### src/rtl/water_level_controller_pkg.sv
// Shared definitions for the reservoir water level controller: FSM state
// codes, level class codes (also used by the level display decoder),
// error codes, the probe bundle and the probe-pattern classifier.
package water_level_controller_pkg;

    localparam int unsigned PROBE_W = 3;
    localparam int unsigned CODE_W  = 2;

    // FSM state codes as seen on the state output
    typedef enum logic [CODE_W-1:0] {
        ST_IDLE       = 2'd0,
        ST_FILLING    = 2'd1,
        ST_IRRIGATING = 2'd2,
        ST_ERROR      = 2'd3
    } state_e;

    // Level classes, ordered so that a numeric compare means "lower than"
    typedef enum logic [CODE_W-1:0] {
        LVL_EMPTY = 2'd0,
        LVL_LOW   = 2'd1,
        LVL_MID   = 2'd2,
        LVL_HIGH  = 2'd3
    } level_e;

    // Error codes reported while in ERROR
    typedef enum logic [CODE_W-1:0] {
        ERR_NONE    = 2'd0,
        ERR_INVALID = 2'd1,
        ERR_TIMEOUT = 2'd2,
        ERR_RSVD    = 2'd3
    } err_e;

    // Probe bundle, MSB first as {h,m,l}
    typedef struct packed {
        logic h;
        logic m;
        logic l;
    } probe_t;

    // Classifier result: valid=0 marks a non-monotonic (impossible) pattern
    typedef struct packed {
        logic   valid;
        level_e level;
    } level_class_t;

    // Wet probes must form a contiguous run from the bottom probe upward
    function automatic level_class_t classify_probes(input probe_t p);
        level_class_t c;
        c.valid = 1'b1;
        c.level = LVL_EMPTY;
        case ({p.h, p.m, p.l})
            3'b000:  c.level = LVL_EMPTY;
            3'b001:  c.level = LVL_LOW;
            3'b011:  c.level = LVL_MID;
            3'b111:  c.level = LVL_HIGH;
            default: c.valid = 1'b0;
        endcase
        return c;
    endfunction

endpackage

### src/rtl/water_level_controller_level_debouncer.sv
// Probe front end: two-flop synchroniser per probe, debounce counter on the
// synchronised pattern and classification of the accepted pattern.
// Ports:
//   clk, rst_n     clock, synchronous active-low reset
//   probes_i       raw asynchronous probe bundle {h,m,l}
//   level_o        last valid accepted level class
//   level_valid_o  a pattern has been accepted since reset (sticky)
//   inv_flag_o     the currently accepted pattern is non-monotonic
module level_debouncer
    import water_level_controller_pkg::*;
#(
    parameter int unsigned DEBOUNCE_CYCLES = 4,
    parameter int unsigned DB_W            = 3
) (
    input  logic   clk,
    input  logic   rst_n,
    input  probe_t probes_i,
    output level_e level_o,
    output logic   level_valid_o,
    output logic   inv_flag_o
);

    probe_t            sync1_q, sync2_q;
    logic [1:0]        warm_q, warm_d;
    probe_t            cand_q, cand_d;
    logic [DB_W-1:0]   cnt_q, cnt_d;
    level_e            level_q, level_d;
    logic              valid_q, valid_d;
    logic              inv_q, inv_d;
    level_class_t      cls;

    // Candidate tracking and acceptance. warm_q keeps the debouncer idle
    // until the synchroniser holds genuine post-reset probe samples, so a
    // pattern present at reset release is accepted on the same edge count
    // as any later change.
    always_comb begin
        warm_d  = {warm_q[0], 1'b1};
        cand_d  = cand_q;
        cnt_d   = cnt_q;
        level_d = level_q;
        valid_d = valid_q;
        inv_d   = inv_q;
        cls     = classify_probes(sync2_q);
        if (warm_q[1]) begin
            if (sync2_q != cand_q) begin
                cand_d = sync2_q;
                cnt_d  = DB_W'(1);
            end else if (cnt_q < DB_W'(DEBOUNCE_CYCLES)) begin
                cnt_d = cnt_q + DB_W'(1);
                if (cnt_d == DB_W'(DEBOUNCE_CYCLES)) begin
                    valid_d = 1'b1;
                    if (cls.valid) begin
                        level_d = cls.level;
                        inv_d   = 1'b0;
                    end else begin
                        inv_d   = 1'b1;
                    end
                end
            end
        end
    end

    // Synchroniser and debouncer state
    always_ff @(posedge clk) begin
        if (!rst_n) begin
            sync1_q <= '0;
            sync2_q <= '0;
            warm_q  <= '0;
            cand_q  <= '0;
            cnt_q   <= '0;
            level_q <= LVL_EMPTY;
            valid_q <= 1'b0;
            inv_q   <= 1'b0;
        end else begin
            sync1_q <= probes_i;
            sync2_q <= sync1_q;
            warm_q  <= warm_d;
            cand_q  <= cand_d;
            cnt_q   <= cnt_d;
            level_q <= level_d;
            valid_q <= valid_d;
            inv_q   <= inv_d;
        end
    end

    assign level_o       = level_q;
    assign level_valid_o = valid_q;
    assign inv_flag_o    = inv_q;

endmodule

### src/rtl/water_level_controller.sv
// Reservoir water level controller: sequences the fill valve and the
// irrigation valve from the debounced tank level, with a fill-timeout
// watchdog and an operator-acknowledged error state. All outputs are
// registered and depend only on the FSM state (Moore).
// Ports:
//   clk, rst_n     clock, synchronous active-low reset
//   h, m, l        raw high/medium/low probe inputs (asynchronous)
//   irrigate_req   level-sensitive irrigation request
//   alarm_ack      operator acknowledge, only honoured in ERROR
//   fill_valve     inlet valve / pump enable
//   irrig_valve    irrigation valve enable
//   alarm          fault indicator
//   state          FSM state code
//   level          debounced level class
//   err_code       0 none, 1 invalid probe pattern, 2 fill timeout
module water_level_controller
    import water_level_controller_pkg::*;
#(
    parameter int unsigned DEBOUNCE_CYCLES = 4,
    parameter int unsigned DB_W            = 3,
    parameter int unsigned FILL_TIMEOUT    = 1000,
    parameter int unsigned TO_W            = 16
) (
    input  logic              clk,
    input  logic              rst_n,
    input  logic              h,
    input  logic              m,
    input  logic              l,
    input  logic              irrigate_req,
    input  logic              alarm_ack,
    output logic              fill_valve,
    output logic              irrig_valve,
    output logic              alarm,
    output logic [CODE_W-1:0] state,
    output logic [CODE_W-1:0] level,
    output logic [CODE_W-1:0] err_code
);

    probe_t          probes_raw;
    level_e          lvl;
    logic            lvl_valid;
    logic            inv_flag;

    state_e          state_q, state_d;
    err_e            err_q, err_d;
    logic [TO_W-1:0] to_cnt_q, to_cnt_d;
    logic            fill_q, fill_d;
    logic            irrig_q, irrig_d;
    logic            alarm_q, alarm_d;

    assign probes_raw = {h, m, l};

    level_debouncer #(
        .DEBOUNCE_CYCLES (DEBOUNCE_CYCLES),
        .DB_W            (DB_W)
    ) u_level_debouncer (
        .clk           (clk),
        .rst_n         (rst_n),
        .probes_i      (probes_raw),
        .level_o       (lvl),
        .level_valid_o (lvl_valid),
        .inv_flag_o    (inv_flag)
    );

    // Next-state logic. In every non-ERROR state an invalid probe pattern
    // outranks the watchdog, which outranks normal level transitions,
    // except that reaching HIGH on the final FILLING cycle still counts.
    always_comb begin
        state_d  = state_q;
        err_d    = err_q;
        to_cnt_d = to_cnt_q;
        case (state_q)
            ST_IDLE: begin
                if (lvl_valid) begin
                    if (inv_flag) begin
                        state_d = ST_ERROR;
                        err_d   = ERR_INVALID;
                    end else if (lvl <= LVL_LOW) begin
                        state_d  = ST_FILLING;
                        to_cnt_d = '0;
                    end else if (irrigate_req) begin
                        state_d = ST_IRRIGATING;
                    end
                end
            end
            ST_FILLING: begin
                if (inv_flag) begin
                    state_d = ST_ERROR;
                    err_d   = ERR_INVALID;
                end else if (lvl == LVL_HIGH) begin
                    state_d = irrigate_req ? ST_IRRIGATING : ST_IDLE;
                end else if (to_cnt_q == TO_W'(FILL_TIMEOUT - 1)) begin
                    state_d = ST_ERROR;
                    err_d   = ERR_TIMEOUT;
                end else begin
                    to_cnt_d = to_cnt_q + TO_W'(1);
                end
            end
            ST_IRRIGATING: begin
                if (inv_flag) begin
                    state_d = ST_ERROR;
                    err_d   = ERR_INVALID;
                end else if (lvl == LVL_EMPTY) begin
                    // refill all the way to HIGH before irrigating again
                    state_d  = ST_FILLING;
                    to_cnt_d = '0;
                end else if (!irrigate_req) begin
                    state_d = ST_IDLE;
                end
            end
            ST_ERROR: begin
                if (alarm_ack && !inv_flag) begin
                    state_d = ST_IDLE;
                    err_d   = ERR_NONE;
                end
            end
            default: begin
                state_d = ST_IDLE;
                err_d   = ERR_NONE;
            end
        endcase

        // Outputs follow the state being entered so they change on the
        // transition edge itself; the two valves are mutually exclusive.
        fill_d  = (state_d == ST_FILLING);
        irrig_d = (state_d == ST_IRRIGATING);
        alarm_d = (state_d == ST_ERROR);
    end

    // FSM state, watchdog and registered outputs
    always_ff @(posedge clk) begin
        if (!rst_n) begin
            state_q  <= ST_IDLE;
            err_q    <= ERR_NONE;
            to_cnt_q <= '0;
            fill_q   <= 1'b0;
            irrig_q  <= 1'b0;
            alarm_q  <= 1'b0;
        end else begin
            state_q  <= state_d;
            err_q    <= err_d;
            to_cnt_q <= to_cnt_d;
            fill_q   <= fill_d;
            irrig_q  <= irrig_d;
            alarm_q  <= alarm_d;
        end
    end

    assign fill_valve  = fill_q;
    assign irrig_valve = irrig_q;
    assign alarm       = alarm_q;
    assign state       = state_q;
    assign level       = lvl;
    assign err_code    = err_q;

endmodule

### config.mk
export PLATFORM = sky130hd
export DESIGN_NAME = water_level_controller
export DESIGN_NICKNAME = d
export VERILOG_FILES = /design/src/rtl/water_level_controller_pkg.sv /design/src/rtl/water_level_controller_level_debouncer.sv /design/src/rtl/water_level_controller.sv
export SDC_FILE = /design/constraint.sdc
export NUM_CORES = 1
export LEC_CHECK = 0
export CAP_MARGIN = 25
export CORE_MARGIN = 2
export CORE_UTILIZATION = 52
export CTS_CLUSTER_DIAMETER = 100
export DETAILED_ROUTE_END_ITERATION = 10
export PLACE_DENSITY = 0.75
export SYNTH_ARGS = -nofsm -noshare
export SYNTH_HDL_FRONTEND = slang
export SYNTH_SLANG_ARGS = --single-unit
### constraint.sdc
create_clock -name clk -period 2.1 [get_ports clk]
set_clock_uncertainty 0.05 [all_clocks]
set_input_delay 0.42 -clock clk [delete_from_list [all_inputs] [get_ports clk]]
set_output_delay 0.42 -clock clk [all_outputs]
set_load 0.02 [all_outputs]
**Word level (Yosys, flattened, before mapping)**

Cells that the tools add are included.
Widths: inputs -> output; s select.

- Flip-flop bits (word level): 41
- Input bits: 7
- Output and inout port bits: 9
- Logic and storage cells: 99

- Add/sub/neg operators: 2
- Order comparisons: 2
- Equality and inequality tests: 24
- Multiplexer cells: 35
- Bitwise operators: 1
- Reductions and logical operators: 14

Operators with widths:

| operator | count |
|---|---|
| $mux 16 | 8 |
| $pmux 16 s3 | 1 |
| $mux 2 | 18 |
| $add 16x1->16 const B | 1 |
| $eq 16x10->1 const B | 1 |
| $ne 2x2->1 const B | 8 |
| $pmux 2 s4 | 2 |
| $eq 2x2->1 const B | 5 |
| $reduce_and 9->1 | 1 |
| $reduce_and 4->1 | 2 |
| $eq 3x3->1 const B | 2 |
| $mux 3 | 2 |
| $ne 3x2->1 const B | 2 |
| $pmux 2 s3 | 1 |
| $reduce_and 5->1 | 1 |
| $eq 2x1->1 const B | 2 |
| $logic_not 2->1 | 2 |
| $reduce_and 2->1 | 2 |
| $reduce_or 4->1 | 1 |
| $add 3x1->3 const B | 1 |
| $eq 3x1->1 const B | 1 |
| $eq 3x2->1 const B | 1 |
| $logic_not 3->1 | 1 |
| $lt 3x3->1 const B | 1 |
| other kinds (9) | 11 |

**Logic depth before layout (Yosys ltp)**

Gate-level depths: netlist of run 1.

- Depth after elaboration: 6
- Depth in mapped cells: 9
- Depth with buffers taken out: 6

**By module**

A second synthesis of run 1 with hierarchy kept.

- Cells, all modules: 222
- Area, all modules: 2,024.4 um^2

By module, submodules not included:

| module | instances | cells an instance | area each (um^2) | sequential area each (um^2) |
|---|---|---|---|---|
| water_level_controller | 1 | 151 | 1,297.5 | 460.4 |
| level_debouncer | 1 | 71 | 726.9 | 360.3 |

**Worst setup path after synthesis of run 1**

Ideal clock, no wire load.

- Path type: flip-flop to flip-flop
- Start: reg state_q[1] (netlist: state[1])
- End: reg to_cnt_q[3]
- Setup time: 0.086 ns
- Data arrival time: 1.957 ns
- Data required time: 1.964 ns
- Slack: 0.006 ns
- Cell stages (with the launch flop): 7
- Path buffers: 1
- Clock period less this slack: 2.094 ns
- Path through: dfxtp_1 buf_6 nand2b_2 o22ai_1 or3_4 or4_4 a221oi_2

- Cells in the longest elaborated chain, start to end: 3
- Elaborated cells on any way between the ends: 14
- Those cells by class: eq/ne (10); mux (1); reduce/logical (3)

RTL lines:

| item | RTL line | text |
|---|---|---|
| start, declared | water_level_controller.sv:44 | `state_e state_q, state_d;` |
| start signal, assigned | water_level_controller.sv:140 | `state_q <= state_d;` |
| $eq 2x1->1, or another cell as far along | water_level_controller.sv:72 | `case (state_q)` |
| $ne 2x2->1 (no line), or another cell as far along | -- |  |
| $reduce_and 9->1 (no line) | -- |  |
| end signal, assigned | water_level_controller.sv:142 | `to_cnt_q <= to_cnt_d;` |
| end, declared | water_level_controller.sv:46 | `logic [TO_W-1:0] to_cnt_q, to_cnt_d;` |

Parallel ways exist; a longest one is shown, timed or not.
A chain may end at the register's enable or synchronous reset.

**Worst setup path in the final report of run 1**

- Start: reg state_q[1] (netlist: state[1])
- End: reg to_cnt_q[2]

The elaborated chain is that of the path after synthesis.

==> summary.md, run 1 <==
| Metric | Value |
|---|---|
| Status | `complete, no violations` |
| Cell Pwr Density | `565 nW/um^2` |
| Post-synth EDFFs | `0` |
| All-Layer GR Usage | `21.6%` |
| Final Instance Area | `2640 um^2` |
| Final hold viol count | `0` |
| Clock Tree Root | `clkbuf_8` |
| Die Width | `68.4 um` |
| Final Power | `1.49 mW` |
| Post-layout min period | `2030 ps` |
| Top-count cell post-synth | `dfxtp_1` |
| Adder and majority gate portion of the synthesized area | `1.74%` |
| Share of cells above drive strength 1 | `22.6%` |
| WL/cell | `14.0 um` |
| Boundary Pins | `16` |
| Pin count of the biggest net entering global routing | `30` |
| Sequential area share after synthesis | `38.1%` |
| Setup TNS | `0 ps` |
| Critical Path RT | `2280 ps` |
| Post-synth top cells | `dfxtp_1, a21oi_1, and2_1, nand2_1, mux2i_1` |
| Crit path DAT | `2210 ps` |
| Sink Count | `41` |
| Slew @ Worst Pin | `765 ps` |
| GR Layer Usage met3 | `5.43%` |
| Vias in the first global route | `1575` |
| Syn_nets | `248` |
| Critical path class | `reg2reg` |
| Hold_ws | `384 ps` |
| ANT nets after route | `0` |
| Max_cap viols | `0` |
| Area leader, netlist | `dfxtp_1` |
| Ant. Diodes | `0` |
| Synth unique cells | `56` |
| #FFs+latches synth | `41` |
| Final net count | `283` |
| Layer with the highest usage | `met2` |
| First-pass GRT wire length | `7.48 mm` |
| Synth top area share | `38.1%` |
| P&R area growth vs syn | `22.4%` |
| Worst slew margin | `48.9%` |
| Synth warn | `0` |
| Mux cell area share after synthesis | `6.16%` |
| Final Wtd Congestion | `0.876` |
| Synth area leaders | `dfxtp_1, mux2i_1, and2_1` |
| Startpoint types | `register` |
| Post-DP HPWL | `3.15 mm` |
| Mapped cell area | `2150 um^2` |
| DRC viols | `0` |
| Fmax | `492 MHz` |
| Largest family of logic cells by synthesized area | `simple AND/OR/NAND/NOR gates` |
| Top_reg_cell synth | `dfxtp_1` |
| Routed wire length | `4.55 mm` |
| DP Area | `2500 um^2` |
| Setup WS pre-CTS | `-393 ps` |
| Compound-cell area share of the yosys netlist | `18.3%` |
| Core Area | `4000 um^2` |
| Post-Syn Instances | `238` |
| Vias/cell | `5.84` |
| Clk_lat worst skew | `300 ps` |
| Async SR Flop Fraction | `0%` |
| HP Class | `reg2reg` |
| Worst Setup Slack, final | `69.0 ps` |
| Final setup viols | `0` |
| Vias | `1892` |
| Clock transition at path regs | `80 ps` |
| M1 GR Usage | `30.4%` |
| 1st-iter DRT viols | `116` |
| Syn avg cell area | `9.05 um^2` |
| Row cnt | `23` |
| First-pass DRT Iterations | `4` |
| Clock Tree Buf Depth | `2` |
| CP Capture Type | `register` |
| Die Footprint | `4670 um^2` |
| Overflow after GRT | `0` |
| Peak supply drop | `0.000502 V` |
| CTS buffer count | `5` |
| Static Leak | `0.949 nW` |
| Simple-gate share of the synthesized area | `29.0%` |
| Fin crit share | `96.7%` |
| H-Tree Depth | `2` |
| Initial antenna violation count | `0` |
| IO Port Bufs | `15` |
| Crit-path max FO | `8` |
| Met2 GRT Util | `31.2%` |
| Max-slew violations | `0` |
| RSZ-0062 raised after global routing | `yes` |
| Initial core utilization | `53.9%` |
| Die Ht | `68.4 um` |
| Xor/xnor cell area share of the yosys netlist | `1.22%` |
| CTS tree | `done` |
-- critical path: stages, from the launching register on --
cell and delay [ps]:
dfxtp_2 360, buf_4 160, o211ai_2 60, o22ai_1 100
or3_4 400, buf_4 190, or4_1 500, a21oi_1 140
-- path summary, 6_finish.rpt --
| check | start | to | slack (ps) | cells past startpoint |
|---|---|---|---|---|
| min | u_level_debouncer.warm_q[0] | u_level_debouncer.warm_q[1] | 380 | 1 |
| min reg2reg | u_level_debouncer.warm_q[0] | u_level_debouncer.warm_q[1] | 380 | 1 |
| max | state[1] | to_cnt_q[2] | 70 | 7 |
| max reg2reg | state[1] | to_cnt_q[2] | 70 | 7 |
-- cells in the final DEF (no fill, tap or decap), types with 7 or more instances in the layout --
cell type / n
o31ai_1: 7
nor2_1: 8
and2_1: 12
mux2i_1: 11
nand2_1: 12
a21oi_1: 11
clkdlybuf4s50_1: 13
nand2b_1: 10
o21ai_0: 9
dfxtp_1: 36
or4_1: 8
nor4_1: 8
nor2b_1: 10
buf_4: 28
-- what timing repair did --
item                                    CTS  global route
buffers inserted                          1             0
pin swaps                                 1             3
endpoints found under the setup margin    6            13
resized for setup                         1            15
hold buffers                              0             0
-- report_power, final --
part | internal [mW] | switching [mW] | total (mW)
sequential | 0.795 | 0.0145 | 0.809
combinational | 0.0817 | 0.0863 | 0.168
clock | 0.234 | 0.278 | 0.512
-- sequential cells by signal, indices dropped and copies added (netlist names), 2 cells and up --
name / cells
u_level_debouncer.level_o: 2
to_cnt_q: 16
u_level_debouncer.sync1_q: 3
u_level_debouncer.warm_q: 2
state: 2
u_level_debouncer.cnt_q: 3
err_code: 2
u_level_debouncer.sync2_q: 3
u_level_debouncer.cand_q: 3
-- routing by layer --
metal | part of all wire [%] | up-vias
li1 | - | 956
met1 | 48 | 890
met2 | 46 | 40
met3 | 4.1 | 6
met4 | 1.7 | 0
met5 | 0 | -
-- cells by family (layout without fill, tap and decap cells) --
| family | after synthesis | in the layout |
|---|---|---|
| simple gates | 103 | 103 |
| compound gates | 54 | 54 |
| flops | 41 | 41 |
| buf+inv | 21 | 57 |
| mux | 13 | 13 |
| fa+ha+maj | 3 | 3 |
| xor+xnor | 3 | 3 |
-- area by class of cell --
cell class                 instances  area [um^2]
timing repair buffer              46          404
sequential                        41          827
inverter                           3         11.3
multi-input combinational        176         1240
tap                               50         62.6
clock buffer                       6         72.6
fill                             338         1360
clock inverter                     2         15.0
-- stage by stage --
| step | instances | util, % |
|---|---|---|
| final | 324 | 65.9 |
| after detailed placement | 315 | 62.5 |
| after CTS | 324 | 64.8 |
| after floorplan | 238 | - |
| after global routing | 324 | 65.9 |
| after global placement | 315 | 62.5 |
Note: power is estimated with default switching activity, not from simulation.
==> inputs of run 2 (changes only) <==
--- a/config.mk
+++ b/config.mk
@@ -10,7 +10,7 @@
 export CORE_UTILIZATION = 52
 export CTS_CLUSTER_DIAMETER = 100
 export DETAILED_ROUTE_END_ITERATION = 10
-export PLACE_DENSITY = 0.75
+export PLACE_DENSITY_LB_ADDON = 0.05
 export SYNTH_ARGS = -nofsm -noshare
 export SYNTH_HDL_FRONTEND = slang
 export SYNTH_SLANG_ARGS = --single-unit
==> summary.md, run 2 (same netlist as run 1, synthesis figures left out) <==
| Metric | Value |
|---|---|
| Status | `complete, no violations (unchanged)` |
| CP cell instances | `buf_4 -> nor4b_1 -> or3_4 -> buf_12 -> or4_1 -> a21oi_2 (was buf_4 -> o211ai_2 -> o22ai_1 -> or3_4 -> buf_4 -> or4_1 -> a21oi_1)` |
| Peak supply drop | `0.000449 V (was 0.000502 V)` |
| H-Tree Depth | `2 (unchanged)` |
| Startpoint types | `register (unchanged)` |
| Overflow after GRT | `0 (unchanged)` |
| Max-slew violations | `0 (unchanged)` |
| Post-DP HPWL | `3.56 mm (was 3.15 mm)` |
| Crit-path max FO | `17 (was 8)` |
| Clock transition at path regs | `70 ps (was 80 ps)` |
| Die Width | `68.4 um (unchanged)` |
| First-pass DRT Iterations | `4 (unchanged)` |
| Final Instance Area | `2640 um^2 (about the same)` |
| Hold_ws | `390 ps (was 384 ps)` |
| Largest register by flop count | `to_cnt_q (unchanged)` |
| Slew @ Worst Pin | `681 ps (was 765 ps)` |
| Boundary Pins | `16 (unchanged)` |
| Pin count of the biggest net entering global routing | `30 (unchanged)` |
| First-pass GRT wire length | `8.14 mm (was 7.48 mm)` |
| DP Area | `2510 um^2 (was 2500 um^2)` |
| P&R area growth vs syn | `22.6% (was 22.4%)` |
| Crit path DAT | `2190 ps (was 2210 ps)` |
| Row cnt | `23 (unchanged)` |
| Hold_buf cts | `0 (unchanged)` |
| Most frequent cells in the layout | `dfxtp_1, buf_4, clkdlybuf4s50_1 (unchanged)` |
| Vias | `1895 (was 1892)` |
| Area of the multi-input gates | `1250 um^2 (was 1240 um^2)` |
| Setup WS pre-CTS | `-388 ps (was -393 ps)` |
| Setup TNS | `0 ps (unchanged)` |
| DRC viols | `0 (unchanged)` |
| Final core occ | `66.0% (was 65.9%)` |
| Final Power | `1.45 mW (was 1.49 mW)` |
| ANT nets after route | `0 (unchanged)` |
| Layout Cells excl Fill | `324 (unchanged)` |
| Clock Tree Root | `clkbuf_8 (unchanged)` |
| Commonest non-fill, non-tap cell in the layout | `dfxtp_1 (unchanged)` |
| Routed wire length | `4.81 mm (was 4.55 mm)` |
| 1st-iter DRT viols | `96 (was 116)` |
| Critical path class | `reg2reg (unchanged)` |
| Static Leak | `0.962 nW (was 0.949 nW)` |
| RSZ-0062 raised after global routing | `no (was yes)` |
| Initial antenna violation count | `0 (unchanged)` |
| Fin crit share | `96.3% (was 96.7%)` |
| Max stage delay on crit path | `520 ps (was 500 ps)` |
| Worst slew margin | `54.5% (was 48.9%)` |
| Fmax | `494 MHz (was 492 MHz)` |
| Post-layout min period | `2020 ps (was 2030 ps)` |
| Area occupied by registers | `826 um^2 (was 827 um^2)` |
| HP Class | `reg2reg (unchanged)` |
| All-Layer GR Usage | `23.4% (was 21.6%)` |
| Max_cap viols | `0 (unchanged)` |
| Final setup viols | `0 (unchanged)` |
| Switching power | `0.350 mW (was 0.379 mW)` |
| Int Pwr | `1.10 mW (was 1.11 mW)` |
| Final Wtd Congestion | `0.875 (was 0.876)` |
| Share of cells above drive strength 1 | `22.3% (was 22.6%)` |
| Sink Count | `41 (unchanged)` |
| Sequential power share | `55.9% (was 54.3%)` |
| Switching part of the total | `24.2% (was 25.5%)` |
| Final net count | `285 (was 283)` |
| Die Footprint | `4670 um^2 (unchanged)` |
| IO Port Bufs | `15 (unchanged)` |
| WL/cell | `14.9 um (was 14.0 um)` |
| Ant. Diodes | `0 (unchanged)` |
| Clock Tree Buf Depth | `2 (unchanged)` |
| Vias in the first global route | `1802 (was 1575)` |
| Critical Path RT | `2270 ps (was 2280 ps)` |
| Filler cell count | `331 (was 338)` |
| Initial core utilization | `53.9% (unchanged)` |
| Die Ht | `68.4 um (unchanged)` |
| R2r setup slk | `80 ps (was 70 ps)` |
| CP max-delay cell | `or4_1 (unchanged)` |
| Combinational share of power | `12.1% (was 11.3%)` |
| Vias/cell | `5.85 (was 5.84)` |
| Core Area | `4000 um^2 (unchanged)` |
| CTS buffer count | `5 (unchanged)` |
| Cells after DPL | `317 (was 315)` |
| Max reg flops | `16 (unchanged)` |
| Clk_lat worst skew | `280 ps (was 300 ps)` |
| CP Capture Type | `register (unchanged)` |
| Clock Power Share | `32.0% (was 34.4%)` |
| CTS tree | `done (unchanged)` |
| Cell Pwr Density | `548 nW/um^2 (was 565 nW/um^2)` |
| Worst Setup Slack, final | `77.6 ps (was 69.0 ps)` |
| Final hold viol count | `0 (unchanged)` |
[run 2: cell count changes in the layout (fill, tap and decap cells not counted), moves of 2 or more]
cell | previous run | this run
clkinvlp_4 | 2 | 0
dfxtp_2 | 5 | 1
buf_4 | 28 | 31
nor2_2 | 2 | 0
dfxtp_1 | 36 | 39
[run 2: area by class of cell]
type	count	area share [%]
multi-input cells	176	47.4
repair buffers	48	15.7
clock inverters	1	0.189
clock buffers	5	2.61
well taps	50	2.37
inverters	3	0.426
flip-flops and latches	41	31.3
[run 2: routing by layer]
metal | vias to the layer above | global-route usage (%) | share of wire (%)
li1 | 955 | - | -
met1 | 900 | 30.8 | 49
met2 | 34 | 38.0 | 47
met3 | 6 | 4.93 | 3.1
met4 | 0 | 8.00 | 0.89
met5 | - | 0 | 0
[run 2: timing repair]
action / CTS / global route
setup endpoints to repair: 14 / 13
buffers inserted: 1 / 0
resized for setup: 3 / 14
pin swaps: 2 / 3
[run 2: critical path, delay by kind of cell (launching register included)]
kind / cells / cell delay (ps)
and+or+nand+nor: 3 / 1030
DFF: 1 / 390
buffers and inverters: 2 / 350
AOI/OAI and AO/OA: 1 / 150
[run 2: worst paths after layout]
check / start / endpoint / cells past startpoint
min: u_level_debouncer.sync1_q[0] / u_level_debouncer.sync2_q[0] / 1
min reg2reg: u_level_debouncer.sync1_q[0] / u_level_debouncer.sync2_q[0] / 1
max: state[1] / to_cnt_q[5] / 6
max reg2reg: state[1] / to_cnt_q[5] / 6
[run 2: power by group through the flow]
stage / logic, mW / registers (mW) / clock network, mW
6_report: 0.175 / 0.809 / 0.464
5_1_grt: 0.191 / 0.812 / 0.509
4_1_cts: 0.168 / 0.810 / 0.481
3_5_place_dp: 0.167 / 0.828 / 0
3_3_place_gp: 0.162 / 0.827 / 0
2_1_floorplan: 0.0905 / 0.830 / 0
==> inputs of run 3 (changes only) <==
--- a/config.mk
+++ b/config.mk
@@ -6,8 +6,10 @@
 export NUM_CORES = 1
 export LEC_CHECK = 0
 export CAP_MARGIN = 25
+export CELL_PAD_IN_SITES_DETAIL_PLACEMENT = 0
+export CELL_PAD_IN_SITES_GLOBAL_PLACEMENT = 1
 export CORE_MARGIN = 2
-export CORE_UTILIZATION = 52
+export CORE_UTILIZATION = 40
 export CTS_CLUSTER_DIAMETER = 100
 export DETAILED_ROUTE_END_ITERATION = 10
 export PLACE_DENSITY_LB_ADDON = 0.05
==> summary.md, run 3 (same netlist as run 1, synthesis figures left out) <==
| Metric | Value |
|---|---|
| Status | `complete, no violations (unchanged)` |
| Filler cell count | `517 (was 331)` |
| Boundary Pins | `16 (unchanged)` |
| Hold_ws | `386 ps (was 390 ps)` |
| Fmax | `485 MHz (was 494 MHz)` |
| CTS buffer count | `5 (unchanged)` |
| Crit-path max FO | `15 (was 17)` |
| Crit path launch | `state[1] (unchanged)` |
| P&R area growth vs syn | `28.2% (was 22.6%)` |
| Die Footprint | `5990 um^2 (was 4670 um^2)` |
| Post-DP HPWL | `3.86 mm (was 3.56 mm)` |
| Clock Tree Buf Depth | `2 (unchanged)` |
| Row cnt | `26 (was 23)` |
| First-pass DRT Iterations | `4 (unchanged)` |
| Peak supply drop | `0.000486 V (was 0.000449 V)` |
| Cells after DPL | `340 (was 317)` |
| CP cell instances | `buf_4 -> o211ai_2 -> o22ai_2 -> or3_4 -> buf_12 -> or4_1 -> a21oi_1 (was buf_4 -> nor4b_1 -> or3_4 -> buf_12 -> or4_1 -> a21oi_2)` |
| Hold_buf cts | `0 (unchanged)` |
| Final Wtd Congestion | `0.853 (was 0.875)` |
| Share of cells above drive strength 1 | `25.7% (was 22.3%)` |
| Final Instance Area | `2760 um^2 (was 2640 um^2)` |
| Cells on worst reg2reg path | `7 (was 6)` |
| Metal3 WL | `197 um (was 150 um)` |
| Vias in the first global route | `1859 (was 1802)` |
| Routed wire length | `5.15 mm (was 4.81 mm)` |
| Die Width | `77.4 um (was 68.4 um)` |
| Hold path depth | `1 (unchanged)` |
| Final hold viol count | `0 (unchanged)` |
| Static Leak | `1.00 nW (was 0.962 nW)` |
| H-Tree Depth | `2 (unchanged)` |
| Max stage delay on crit path | `500 ps (was 520 ps)` |
| Max_cap viols | `0 (unchanged)` |
| Ant. Diodes | `0 (unchanged)` |
| Final core occ | `53.7% (was 66.0%)` |
| Reg2reg start | `state[1] (unchanged)` |
| IO Port Bufs | `15 (unchanged)` |
| Vias | `1913 (was 1895)` |
| DP Area | `2560 um^2 (was 2510 um^2)` |
| Layout Cells excl Fill | `350 (was 324)` |
| Vias/cell | `5.47 (was 5.85)` |
| Final net count | `289 (was 285)` |
| R2r setup slk | `40 ps (was 80 ps)` |
| DRC viols | `0 (unchanged)` |
| HP Class | `reg2reg (unchanged)` |
| Max-slew violations | `0 (unchanged)` |
| CP max-delay cell | `or4_1 (unchanged)` |
| Routed length on met1 | `2.53 mm (was 2.34 mm)` |
| Initial antenna violation count | `0 (unchanged)` |
| Max reg flops | `16 (unchanged)` |
| DR WL met2 | `2.33 mm (was 2.28 mm)` |
| Cell Pwr Density | `584 nW/um^2 (was 548 nW/um^2)` |
| Clock transition at path regs | `80 ps (was 70 ps)` |
| Largest register by flop count | `to_cnt_q (unchanged)` |
| Max Used Layer | `met4 (unchanged)` |
| ANT nets after route | `0 (unchanged)` |
| Clk_lat worst skew | `290 ps (was 280 ps)` |
| Overflow after GRT | `0 (unchanged)` |
| Slew @ Worst Pin | `550 ps (was 681 ps)` |
| 1st-iter DRT viols | `126 (was 96)` |
| FF-to-FF End | `to_cnt_q[11] (was to_cnt_q[5])` |
| Sink Count | `41 (unchanged)` |
| Core Area | `5140 um^2 (was 4000 um^2)` |
| Hold Path End | `u_level_debouncer.sync2_q[2] (was u_level_debouncer.sync2_q[0])` |
| Hold path startpoint | `u_level_debouncer.sync1_q[2] (was u_level_debouncer.sync1_q[0])` |
| All-Layer GR Usage | `18.3% (was 23.4%)` |
| Final Power | `1.61 mW (was 1.45 mW)` |
| First-pass GRT wire length | `8.74 mm (was 8.14 mm)` |
| Die Ht | `77.4 um (was 68.4 um)` |
| Critical path class | `reg2reg (unchanged)` |
| CP Capture Type | `register (unchanged)` |
| Clock Tree Root | `clkbuf_8 (unchanged)` |
| Pin count of the biggest net entering global routing | `20 (was 30)` |
| Final setup viols | `0 (unchanged)` |
| Critical Path RT | `2280 ps (was 2270 ps)` |
| Worst slew margin | `63.0% (was 54.5%)` |
| Fin crit share | `98.3% (was 96.3%)` |
| WL/cell | `14.7 um (was 14.9 um)` |
| Commonest non-fill, non-tap cell in the layout | `dfxtp_1 (unchanged)` |
| Crit path DAT | `2240 ps (was 2190 ps)` |
| Most frequent cells in the layout | `dfxtp_1, buf_4, clkdlybuf4s50_1 (unchanged)` |
| Startpoint types | `register (unchanged)` |
| Initial core utilization | `41.9% (was 53.9%)` |
| Post-layout min period | `2060 ps (was 2020 ps)` |
| CTS tree | `done (unchanged)` |
## run 3: cell type report
cell class                 count  area [um^2]  share of cell area [%]
timing repair buffer          52          449                    16.3
clock inverter                 2         38.8                    1.40
sequential                    41          827                    29.9
multi-input combinational    176         1280                    46.2
inverter                       3         11.3                   0.408
tap                           70         87.6                    3.17
clock buffer                   6         72.6                    2.63
## run 3: power by group
part | switching, mW | internal [mW]
combinational | 0.0909 | 0.0863
sequential | 0.0167 | 0.793
clock | 0.270 | 0.357
## run 3: how the worst max path moves through the flow
stage | endpoint | slack [ps] | cells past startpoint
floorplan | to_cnt_q[3] | 6 | 6
global placement | to_cnt_q[6] | -360 | 7
detailed placement | to_cnt_q[8] | -420 | 7
CTS | to_cnt_q[12] | 1 | 6
global route | to_cnt_q[7] | -30 | 7
finish | to_cnt_q[11] | 40 | 7
## run 3: layer usage
| layer | vias to the layer above | track usage [%] |
|---|---|---|
| met1 | 897 | 24.9 |
| met3 | 8 | 4.30 |
| met2 | 39 | 27.9 |
| met5 | - | 0 |
| li1 | 969 | - |
| met4 | 0 | 7.14 |
## run 3: critical path, delay by kind of cell (launching register included)
kind / cells / cell delay, ps
compound gates: 3 / 310
buf+inv: 2 / 320
flops: 1 / 370
simple gates: 2 / 950
## run 3: repair_timing
item,in CTS,in global routing
gates resized for setup,3,20
pin swaps,2,8
endpoints found under the setup margin,11,14
buffers inserted,0,2
## run 3: through the flow
| stage | setup slack, ps | TNS, ps |
|---|---|---|
| 6_report | 36.5 | 0 |
| 5_1_grt | -25.3 | -79.7 |
| 4_1_cts | 1.36 | 0 |
| 3_5_place_dp | -416 | -5600 |
| 3_3_place_gp | -356 | -5390 |
| 2_1_floorplan | 6.34 | 0 |
